[src/rtl/spi_mstr_param.sv]
// Parameterised SPI master: CPOL/CPHA per transaction, NSS active-low selects, guard porches.
// Define SPI_MSTR_LSB_FIRST_EN to add the lsb_first input (LSB-first shift and assembly).
module spi_mstr_param #(
  parameter int WIDTH = 16,
  parameter int DIV   = 16,
  parameter int PORCH = 8,
  parameter int NSS   = 1,
  localparam int SSW  = (NSS > 1) ? $clog2(NSS) : 1
) (
  input  logic             clk,
  input  logic             rst_n,
  input  logic             wrt,
  input  logic [WIDTH-1:0] cmd,
  input  logic [SSW-1:0]   ss_sel,
  input  logic             cpol,
  input  logic             cpha,
`ifdef SPI_MSTR_LSB_FIRST_EN
  input  logic             lsb_first,
`endif
  output logic             busy,
  output logic             done,
  output logic [WIDTH-1:0] rd_data,
  output logic             SCLK,
  output logic [NSS-1:0]   SS_n,
  output logic             MOSI,
  input  logic             MISO
);

  // Handshake: wrt is a one-cycle request accepted only while busy is low; any other wrt is dropped.
  localparam int DW = (DIV > 1) ? $clog2(DIV) : 1;
  localparam int PW = (PORCH > 1) ? $clog2(PORCH) : 1;
  localparam int EW = $clog2(2 * WIDTH);

  typedef enum logic [1:0] {IDLE, FRONT, XFER, BACK} state_t;

  state_t           state_q;
  logic [PW-1:0]    por_q;
  logic [DW-1:0]    div_q;
  logic [EW-1:0]    edge_q;
  logic [WIDTH-1:0] tx_q, rx_q, rd_q;
  logic             cpol_q, cpha_q, lsb_q;
  logic             sclk_q, mosi_q, done_q, busy_q;
  logic [NSS-1:0]   ss_n_q;

  logic             lsb_d;
  logic [SSW-1:0]   sel_d;
  logic [NSS-1:0]   ss_d;
  logic             cmd_first_d, tx_bit_d;
  logic [WIDTH-1:0] cmd_rest_d, tx_shift_d, rx_shift_d;
  logic             tick_d, last_d, lead_d, sample_d, advance_d;

`ifdef SPI_MSTR_LSB_FIRST_EN
  assign lsb_d = lsb_first;
`else
  assign lsb_d = 1'b0;
`endif

  // Out-of-range selects fall back to slave 0.
  assign sel_d = (32'(ss_sel) < NSS) ? ss_sel : '0;

  always_comb begin
    ss_d = '1;
    for (int i = 0; i < NSS; i++) begin
      if (SSW'(i) == sel_d) ss_d[i] = 1'b0;
    end
  end

  assign cmd_first_d = lsb_d ? cmd[0] : cmd[WIDTH-1];
  assign cmd_rest_d  = lsb_d ? (cmd >> 1) : (cmd << 1);
  assign tx_bit_d    = lsb_q ? tx_q[0] : tx_q[WIDTH-1];
  assign tx_shift_d  = lsb_q ? (tx_q >> 1) : (tx_q << 1);
  assign rx_shift_d  = lsb_q ? {MISO, rx_q[WIDTH-1:1]} : {rx_q[WIDTH-2:0], MISO};

  // edge_q counts SCLK toggles; even indices are leading edges, odd ones trailing.
  assign tick_d    = (div_q == DW'(DIV - 1));
  assign last_d    = (edge_q == EW'(2 * WIDTH - 1));
  assign lead_d    = ~edge_q[0];
  assign sample_d  = cpha_q ? ~lead_d : lead_d;
  assign advance_d = cpha_q ? lead_d : (~lead_d & ~last_d);

  always_ff @(posedge clk or negedge rst_n) begin
    if (!rst_n) begin
      state_q <= IDLE;
      por_q   <= '0;
      div_q   <= '0;
      edge_q  <= '0;
      tx_q    <= '0;
      rx_q    <= '0;
      rd_q    <= '0;
      cpol_q  <= 1'b0;
      cpha_q  <= 1'b0;
      lsb_q   <= 1'b0;
      sclk_q  <= 1'b0;
      mosi_q  <= 1'b0;
      done_q  <= 1'b0;
      busy_q  <= 1'b0;
      ss_n_q  <= '1;
    end else begin
      case (state_q)
        IDLE: begin
          if (wrt) begin
            state_q <= FRONT;
            busy_q  <= 1'b1;
            done_q  <= 1'b0;
            ss_n_q  <= ss_d;
            cpol_q  <= cpol;
            cpha_q  <= cpha;
            lsb_q   <= lsb_d;
            sclk_q  <= cpol;
            rx_q    <= '0;
            por_q   <= '0;
            // With cpha=1 the first bit only appears on the first leading edge.
            if (cpha) begin
              tx_q <= cmd;
            end else begin
              tx_q   <= cmd_rest_d;
              mosi_q <= cmd_first_d;
            end
          end
        end
        FRONT: begin
          if (por_q == PW'(PORCH - 1)) begin
            state_q <= XFER;
            por_q   <= '0;
            div_q   <= '0;
            edge_q  <= '0;
          end else begin
            por_q <= por_q + 1'b1;
          end
        end
        XFER: begin
          if (tick_d) begin
            div_q  <= '0;
            sclk_q <= ~sclk_q;
            if (sample_d) rx_q <= rx_shift_d;
            if (advance_d) begin
              mosi_q <= tx_bit_d;
              tx_q   <= tx_shift_d;
            end
            if (last_d) begin
              state_q <= BACK;
              edge_q  <= '0;
              por_q   <= '0;
            end else begin
              edge_q <= edge_q + 1'b1;
            end
          end else begin
            div_q <= div_q + 1'b1;
          end
        end
        BACK: begin
          if (por_q == PW'(PORCH - 1)) begin
            state_q <= IDLE;
            por_q   <= '0;
            ss_n_q  <= '1;
            rd_q    <= rx_q;
            done_q  <= 1'b1;
            busy_q  <= 1'b0;
          end else begin
            por_q <= por_q + 1'b1;
          end
        end
        default: state_q <= IDLE;
      endcase
    end
  end

  assign busy    = busy_q;
  assign done    = done_q;
  assign rd_data = rd_q;
  assign SCLK    = sclk_q;
  assign SS_n    = ss_n_q;
  assign MOSI    = mosi_q;

endmodule

[config.mk]
export PLATFORM = sky130hd
export DESIGN_NAME = spi_mstr_param
export DESIGN_NICKNAME = d
export VERILOG_FILES = /design/src/rtl/spi_mstr_param.sv
export SDC_FILE = /design/constraint.sdc
export NUM_CORES = 1
export LEC_CHECK = 0
export BUFFER_PORTS_ARGS = -buffer_cell sky130_fd_sc_hd__buf_2
export CORE_MARGIN = 2
export CORE_UTILIZATION = 45
export CTS_BUF_LIST = sky130_fd_sc_hd__clkbuf_8
export DETAILED_ROUTE_END_ITERATION = 10
export PLACE_DENSITY_LB_ADDON = 0.1
export SYNTH_ARGS = -nofsm -noshare
export SYNTH_HDL_FRONTEND = slang
export SYNTH_SLANG_ARGS = --single-unit
[constraint.sdc]
create_clock -name clk -period 2.7 [get_ports clk]
set_input_delay 0.405 -clock clk [delete_from_list [all_inputs] [get_ports clk]]
set_output_delay 0.405 -clock clk [all_outputs]
set_load 0.01 [all_outputs]
==> impl_metrics.tcl, run 1 <==
set metrics [dict create \
    die_w_um 90.1 \
    diodes 0 \
    seq_area_frac_synth_pct 51.1 \
    endpoint_kind "flip-flop" \
    syn_area_um2 3340 \
    setup_viol 0 \
    first_pass_iters 4 \
    nets 394 \
    critPathArrivalTime_ns 2.58 \
    drive_gt1_share_pct 24.3 \
    die_h_um 90.1 \
    dp_hpwl_um 3980 \
    start_kind "flip-flop" \
    setup_tns_ns 0 \
    grt_pass1_wl_um 10400 \
    vdd_drop_max_uv 275 \
    hold_viol_final 0 \
    yosysMostFrequentCell "dfrtp_1" \
    dr_wl_met3_um 183 \
    cts_max_level 3 \
    path_clk_slew_ns 0.07 \
    power_density_nw_per_um2 523 \
    synth_cells 319 \
    cts_hold_buf 0 \
    grt_overflow 0 \
    port_buffers 42 \
    grt_pass1_vias 2169 \
    min_path_type "in2async" \
    wl_met2_um 2740 \
    period_share_pct 87.1 \
    gp_congestion 0.739 \
    antenna_found_initial 0 \
    yosysWarnings 0 \
    synth_fp_nets 351 \
    ff2ff_path_depth 7 \
    ys.flop_type "dfrtp_1" \
    status "finished, final reports clean" \
    reg2reg_to "tx_q[7]" \
    antenna_left 0 \
    numCtsBuffers 9 \
    viasPerCell 4.87 \
    cts_root_buf "clkbuf_8" \
    synth.avg_cell_area_um2 10.5 \
    dieArea_um2 8120 \
    fin_crit_ns 2.35 \
    synthTopCellsByCount "67 x dfrtp_1, 63 x nand2_1, 39 x o21ai_0" \
    fp.coreArea_um2 7210 \
    synth_top_area_share_pct 50.3 \
    crit_type "reg2reg" \
    start_util_pct 46.2 \
    ctsResizeCount 0 \
    grt_start_max_net_pins 69 \
    core.rowCount 31 \
    clk_latency_ns 0.34 \
    synth_area_leader_cell "dfrtp_1" \
    track_usage_pct 15.9 \
    placedCellCount 450 \
    async_reset_ff_share_pct 100 \
    top_layer "met4" \
    pin_count 44 \
    worst_slew_pin_slew_ns 0.488 \
    postCtsSetupRepairBufs 0 \
    ys_ff_latch 68 \
    vias 2271 \
    final_max_slew_viol_count 0 \
    wire_per_inst_um 12.6 \
    area_growth_pct 16.0 \
    leakagePower_nw 2.22 \
    drt_wl_total_um 5890 \
    finalNonFillerCells 466 \
    cp.required_ns 2.92 \
    cts.sinks 68 \
    finalClockSkew_ns 0.00951 \
    grt_setup_unrepaired "no" \
    route.detailed.drc 0 \
    synth_edf_count 0 \
    drv_cap 0 \
    slew_headroom_pct 67.4 \
    fmax_mhz 425 \
    synth_area_leaders "dfrtp_1 50%, mux2i_1 11%, nand2_1 7.1%" \
    cp_max_fo 16 \
    cts_max_path_buffers 2 \
    drtIter0Drc 49 \
    wl_met1_um 2850 \
    cts_tree "done" \
    synth_cell_types 37 \
    rr_startpoint "edge_q[0]" \
    ff2ff_setup_slack_ns 0.35 \
]
==> state kept, by name (all words and copies together) (netlist names) <==
signal and count:
SCLK 1, div_q 4, rd_data 16, edge_q 5
SS_n 1, state_q 2, MOSI 1, tx_q 16
por_q 3, done 1, busy 1, cpha_q 1
rx_q 16
==> layout make-up <==
cell class	count	area, µm²
clock inverter	7	98.8
tap	99	124
inverter	19	71.3
fill	695	3340
multi-input combinational	217	1490
clock buffer	9	124
timing repair buffer	47	260
sequential	68	1700
==> per-layer routing <==
layer	up-vias	track usage, %
met5	-	0
met4	0	7.69
met3	8	3.27
met2	34	24.9
met1	1067	21.3
li1	1162	-
==> cells in the final DEF, fill, tap and decap left out, drive strengths merged, types with 3 or more instances in the layout <==
cell / instances
a21oi: 9
buf: 47
nand3: 8
inv: 21
clkbuf: 9
mux2i: 35
dfrtp: 67
mux2: 19
nand2: 65
o21ai: 39
nor2: 9
nand2b: 5
ha: 9
a21o: 3
==> through the flow <==
step                      hold WS (ns)  cell area [µm²]  power, mW  util (%)  setup WS [ns]
after detailed placement         0.460             3650       1.11      50.6          0.333
after global placement           0.458             3650       1.11      50.6          0.375
after CTS                       0.0785             3870       2.06      53.6          0.333
final                           0.0582             3870       2.03      53.6          0.348
after floorplan                  0.109             3340       1.07         -          0.422
after global routing            0.0937             3870       2.11      53.6          0.219
==> cell families (layout without fill, tap and decap cells) <==
| family | count (synthesis) | after routing | synth area share (%) |
|---|---|---|---|
| adder cells (fa/ha/maj) | 9 | 9 | 3.38 |
| AO/OA/AOI/OAI | 58 | 58 | 10.0 |
| multiplexers | 54 | 54 | 18.0 |
| XOR/XNOR | 1 | 1 | 0.263 |
| AND/OR/NAND/NOR | 95 | 95 | 12.9 |
| flip-flops | 68 | 68 | 51.1 |
| buffers and inverters | 34 | 82 | 4.39 |
==> how the worst max path moves through the flow <==
stage	to	start	cells past startpoint	slack (ns)
4_1_cts	tx_q[8]	edge_q[0]	7	0.33
6_report	tx_q[7]	edge_q[0]	7	0.35
3_5_place_dp	tx_q[8]	edge_q[0]	7	0.33
3_3_place_gp	tx_q[9]	edge_q[0]	7	0.37
2_1_floorplan	tx_q[10]	edge_q[0]	8	0.42
5_1_grt	tx_q[12]	edge_q[0]	7	0.22
==> critical path, stage by stage, from the launching register on <==
cell and delay, ns:
dfrtp_1 0.44, ha_1 0.25, and3_1 0.18, ha_1 0.20, or3b_2 0.48, nand3_1 0.14, nand2_4 0.19, mux2_4 0.35
==> power by group <==
part / switching [mW] / internal [mW]
combinational: 0.0402 / 0.0272
sequential: 0.00139 / 1.02
clock: 0.411 / 0.526
total: 0.452 / 1.57
Note: power is estimated with default switching activity, not from simulation.
==> inputs of run 2 (changes only) <==
- ABC_AREA: default -> 1
==> impl_metrics.tcl, run 2 <==
set metrics [dict create \
    cpMostUsedCell "nand2_2" \
    final_max_slew_viol_count 0 \
    top_layer "met4" \
    synth_area_leader_cell "dfrtp_1" \
    switchingPower_mw 1.54 \
    wl_met1_um 3350 \
    min_path_type "in2async" \
    synth_fp_nets 455 \
    drive_gt1_share_pct 16.2 \
    dieArea_um2 8200 \
    yosysMostFrequentCell "nand2_1" \
    cts_root_buf "clkbuf_8" \
    viasPerCell 4.93 \
    async_reset_ff_share_pct 100 \
    setup_viol 0 \
    clk_latency_ns 0.35 \
    numCtsBuffers 9 \
    setup_tns_ns 0 \
    hold_viol_final 0 \
    synth_area_leaders "dfrtp_1 50%, nand2_1 21%, nand3_1 4.2%" \
    num-fill-cells 735 \
    cts.sinks 68 \
    die_h_um 90.5 \
    synth_cells 423 \
    critPathArrivalTime_ns 2.37 \
    path_clk_slew_ns 0.08 \
    status "finished, final reports clean" \
    grt_pass1_wl_um 12300 \
    start_util_pct 46.5 \
    first_pass_iters 4 \
    syn_area_um2 3370 \
    synth_edf_count 0 \
    slew_headroom_pct 60.0 \
    fmax_mhz 466 \
    leakagePower_nw 2.13 \
    wl_met2_um 3120 \
    drtIter0Drc 111 \
    period_share_pct 79.6 \
    start_kind "flip-flop" \
    seq_area_um2 1700 \
    cts_hold_buf 0 \
    power_density_nw_per_um2 959 \
    finalClockSkew_ns 0.00905 \
    diodes 0 \
    dr_wl_met3_um 240 \
    die_w_um 90.5 \
    area_growth_pct 14.2 \
    grt_setup_unrepaired "no" \
    pin_count 44 \
    rr_startpoint "state_q[0]" \
    cts_max_level 3 \
    worst_hold_slack_ns 0.0580 \
    switching_share_pct 41.7 \
    seqPwrFrac_pct 36.6 \
    vias 2793 \
    cts_max_path_buffers 2 \
    wire_per_inst_um 12.1 \
    track_usage_pct 18.5 \
    worst_slew_pin_slew_ns 0.600 \
    path_cells "inv_1 > ha_1 > inv_6 > nand2_2 > nand2_2 > nor2_8 > nand2_4 > nand2_1 > o21ai_0" \
    synthTopCellsByCount "189 x nand2_1, 67 x dfrtp_1, 28 x nand3_1, 28 x nor2_1" \
    ff2ff_path_depth 9 \
    seq_area_frac_synth_pct 50.5 \
    port_buffers 42 \
    layout_commonest_cell "nand2_1" \
    reg2reg_to "tx_q[0]" \
    gp_congestion 0.799 \
    synth.avg_cell_area_um2 7.97 \
    route.detailed.drc 0 \
    antenna_left 0 \
    startpoint "state_q[0]" \
    mostFrequentLayoutCells "189 x nand2_1, 67 x dfrtp_1, 42 x buf_2" \
    crit_type "reg2reg" \
    crit_path_top_delay_cell "dfrtp_1" \
    dp_hpwl_um 4490 \
    pwr-share-clk_pct 23.8 \
    internal-power_mw 2.15 \
    endpoint_kind "flip-flop" \
    ctsResizeCount 0 \
    ff2ff_setup_slack_ns 0.55 \
    yosysWarnings 0 \
    fp.coreArea_um2 7250 \
    vdd_drop_max_uv 414 \
    critPathMaxStageDelay_ns 0.42 \
    synth_cell_types 24 \
    nets 495 \
    grt_pass1_vias 2668 \
    grt_start_max_net_pins 44 \
    cp.required_ns 2.93 \
    ys.flop_type "dfrtp_1" \
    postCtsSetupRepairBufs 0 \
    multi_input_area_um2 1470 \
    fin_crit_ns 2.15 \
    ys_ff_latch 68 \
    antenna_found_initial 0 \
    synth_top_area_share_pct 49.8 \
    drv_cap 0 \
    comb_power_share_pct 39.5 \
    grt_overflow 0 \
    cts_tree "done" \
    drt_wl_total_um 6840 \
    cp_max_fo 37 \
    core.rowCount 31 \
]
-- run 2: cell families after synthesis --
family | Yosys count | share of synthesized area (%)
AND/OR/NAND/NOR | 276 | 35.1
adder cells (fa/ha/maj) | 9 | 3.34
AO/OA/AOI/OAI | 31 | 5.16
buffers and inverters | 39 | 5.90
flip-flops | 68 | 50.5
-- run 2: worst max-delay path by stage --
stage	end	slack, ns	cells after the start
finish	tx_q[0]	0.55	9
global route	tx_q[0]	0.26	9
CTS	tx_q[0]	0.51	9
detailed placement	tx_q[0]	0.52	9
global placement	tx_q[0]	0.55	9
floorplan	tx_q[10]	1.12	11
-- run 2: worst max-delay path: cells and delay by family, from the launching register on --
| family | cells | cell delay, ns |
|---|---|---|
| buf+inv | 2 | 0.27 |
| flops | 1 | 0.42 |
| compound gates | 1 | 0.08 |
| fa+ha+maj | 1 | 0.37 |
| simple gates | 5 | 0.87 |
-- run 2: layout make-up --
cell class | count | share of cell area [%]
Clock buffer | 11 | 3.93
Multi-Input combinational cell | 316 | 38.1
Tap cell | 99 | 3.22
Inverter | 21 | 2.18
Timing Repair Buffer | 47 | 6.76
Sequential cell | 68 | 44.2
Clock inverter | 5 | 1.53
-- run 2: metrics by stage --
| stage | util [%] | instances | cell area [µm²] | power, mW | worst slack, ns |
|---|---|---|---|---|---|
| 3_3_place_gp | 50.2 | 551 | 3640 | 2.83 | 0.546 |
| 6_report | 53.1 | 567 | 3850 | 3.69 | 0.552 |
| 3_5_place_dp | 50.2 | 551 | 3640 | 2.86 | 0.524 |
| 5_1_grt | 53.1 | 567 | 3850 | 4.05 | 0.260 |
| 4_1_cts | 53.1 | 567 | 3850 | 3.75 | 0.511 |
| 2_1_floorplan | - | 423 | 3370 | 2.60 | 1.12 |
-- run 2: power by group through the flow --
stage / sequential [mW] / combinational (mW) / clock [mW]
after global placement: 1.37 / 1.46 / 0
after CTS: 1.36 / 1.49 / 0.901
after global routing: 1.38 / 1.72 / 0.945
after detailed placement: 1.37 / 1.48 / 0
final: 1.35 / 1.46 / 0.880
after floorplan: 1.35 / 1.25 / 0
-- run 2: per-layer routing --
metal  vias up  GRT usage, %
li1       1445             -
met2        51          29.5
met1      1287          24.1
met3        10          4.17
met4         0          8.46
met5         -             0
==> inputs of run 3 (changes only) <==
- ABC_AREA: 1 -> 0
- clock period: 2.7 -> 1.87 ns (I/O delays scaled with it)
==> impl_metrics.tcl, run 3 (synthesis results as in run 1) <==
set metrics [dict create \
    core.rowCount 31 \
    ff2ff_setup_slack_ns -0.1 \
    fmax_mhz 508 \
    viasPerCell 4.86 \
    grt_start_max_net_pins 69 \
    final_max_slew_viol_count 0 \
    antenna_found_initial 0 \
    fin_crit_ns 1.97 \
    power_density_nw_per_um2 663 \
    pwr-share-clk_pct 42.7 \
    slew_headroom_pct 67.6 \
    hp-start "MISO" \
    crit_path_top_delay_cell "or3b_4" \
    start_util_pct 46.2 \
    hold_viol_final 0 \
    dieArea_um2 8120 \
    gp_congestion 0.774 \
    reg2reg_to "tx_q[6]" \
    numCtsBuffers 9 \
    grt_pass1_wl_um 10700 \
    pin_count 44 \
    leakagePower_nw 2.31 \
    worst_slew_pin_slew_ns 0.486 \
    comb_power_share_pct 3.6 \
    cts_max_level 3 \
    port_buffers 42 \
    placed_area_um2 3820 \
    finalClockSkew_ns 0.00946 \
    drtIter0Drc 96 \
    rr_startpoint "edge_q[1]" \
    cts_root_buf "clkbuf_8" \
    nets 416 \
    placedCellCount 465 \
    switchingPower_mw 0.622 \
    crit_type "reg2reg" \
    seqPwrFrac_pct 53.7 \
    internal-power_mw 2.12 \
    drive_gt1_share_pct 31.1 \
    route.detailed.drc 0 \
    clk_latency_ns 0.34 \
    antenna_left 0 \
    die_w_um 90.1 \
    critPathMaxStageDelay_ns 0.39 \
    vias 2374 \
    drv_cap 0 \
    dp_hpwl_um 4000 \
    status "finished with violations" \
    wire_per_inst_um 12.5 \
    track_usage_pct 16.3 \
    setup_viol 17 \
    endpoint_kind "flip-flop" \
    cts_tree "done" \
    path_cells "ha_2 > and3_4 > ha_4 > or3b_4 > nand3_4 > nand2_8 > mux2_4" \
    grt_pass1_vias 2382 \
    cts_max_path_buffers 2 \
    area_growth_pct 24.2 \
    period_share_pct 105 \
    layout_commonest_cell "dfrtp_1" \
    cp.required_ns 2.09 \
    switching_share_pct 22.7 \
    finalNonFillerCells 488 \
    diodes 0 \
    violations "negative setup slack" \
    vdd_drop_max_uv 358 \
    final.setup.worst_slack_ns -0.0970 \
    critPathArrivalTime_ns 2.19 \
    min_path_type "in2reg" \
    start_kind "flip-flop" \
    grt_overflow 0 \
    die_h_um 90.1 \
    hold_end "rx_q[0]" \
    post-place-ws_ns -0.145 \
    grt_setup_unrepaired "yes" \
    ff2ff_path_depth 7 \
    first_pass_iters 4 \
    cts.sinks 68 \
    path_clk_slew_ns 0.07 \
    mostFrequentLayoutCells "67 x dfrtp_1, 63 x nand2_1, 42 x buf_2" \
    worst_hold_slack_ns 0.244 \
    fp.coreArea_um2 7210 \
    min_path_cells 3 \
    drt_wl_total_um 6080 \
    cp_max_fo 8 \
    design_area_um2 4140 \
]
## run 3: worst max-delay path by stage
stage / start / endpoint / slack (ns) / depth (start not counted)
detailed placement: edge_q[1] / tx_q[7] / -0.15 / 7
finish: edge_q[1] / tx_q[6] / -0.1 / 7
floorplan: edge_q[0] / tx_q[10] / -0.19 / 8
global route: edge_q[1] / tx_q[14] / -0.15 / 7
global placement: edge_q[1] / tx_q[9] / -0.13 / 7
CTS: edge_q[1] / tx_q[10] / -0.09 / 7
## run 3: cell type report
type	count	area [µm²]
flip-flops and latches	68	1700
inverters	19	71.3
clock buffers	9	124
well taps	99	124
clock inverters	7	67.6
fillers	663	3070
multi-input cells	218	1600
repair buffers	68	449
## run 3: metal layers
metal | global-route usage (%) | part of all wire, %
met5 | 0 | 0
met4 | 5.77 | 1.3
met3 | 4.69 | 3.2
met2 | 27.0 | 47
met1 | 20.5 | 49
## run 3: timing repair
| item | in CTS | in global routing |
|---|---|---|
| buffers inserted | 1 | 4 |
| gates resized for setup | 4 | 10 |
| setup endpoints to repair | 33 | 39 |
| cloned | 1 | 0 |
| endpoints found under the hold margin | 67 | 0 |
| pin swaps | 2 | 2 |
| hold buffers | 1 | 0 |
## run 3: through the flow
stage / power, mW / setup TNS, ns / utilization (%)
after global placement: 1.60 / -2.25 / 52.9
after global routing: 2.87 / -2.28 / 57.4
after CTS: 2.80 / -1.18 / 56.4
after detailed placement: 1.60 / -2.64 / 52.9
final: 2.75 / -1.23 / 57.4
after floorplan: 1.54 / -1.99 / -
## run 3: critical path: cells and delay by family, from the launching register on
| family | cells | cell delay (ns) |
|---|---|---|
| adders and majority gates | 2 | 0.35 |
| DFF | 1 | 0.38 |
| and+or+nand+nor | 4 | 0.81 |
| muxes | 1 | 0.31 |
## run 3: power groups by stage
stage	combinational, mW	clock, mW	sequential (mW)
after floorplan	0.0336	0	1.50
after global placement	0.101	0	1.50
after detailed placement	0.101	0	1.50
after CTS	0.104	1.22	1.47
after global routing	0.116	1.28	1.47
final	0.100	1.17	1.47
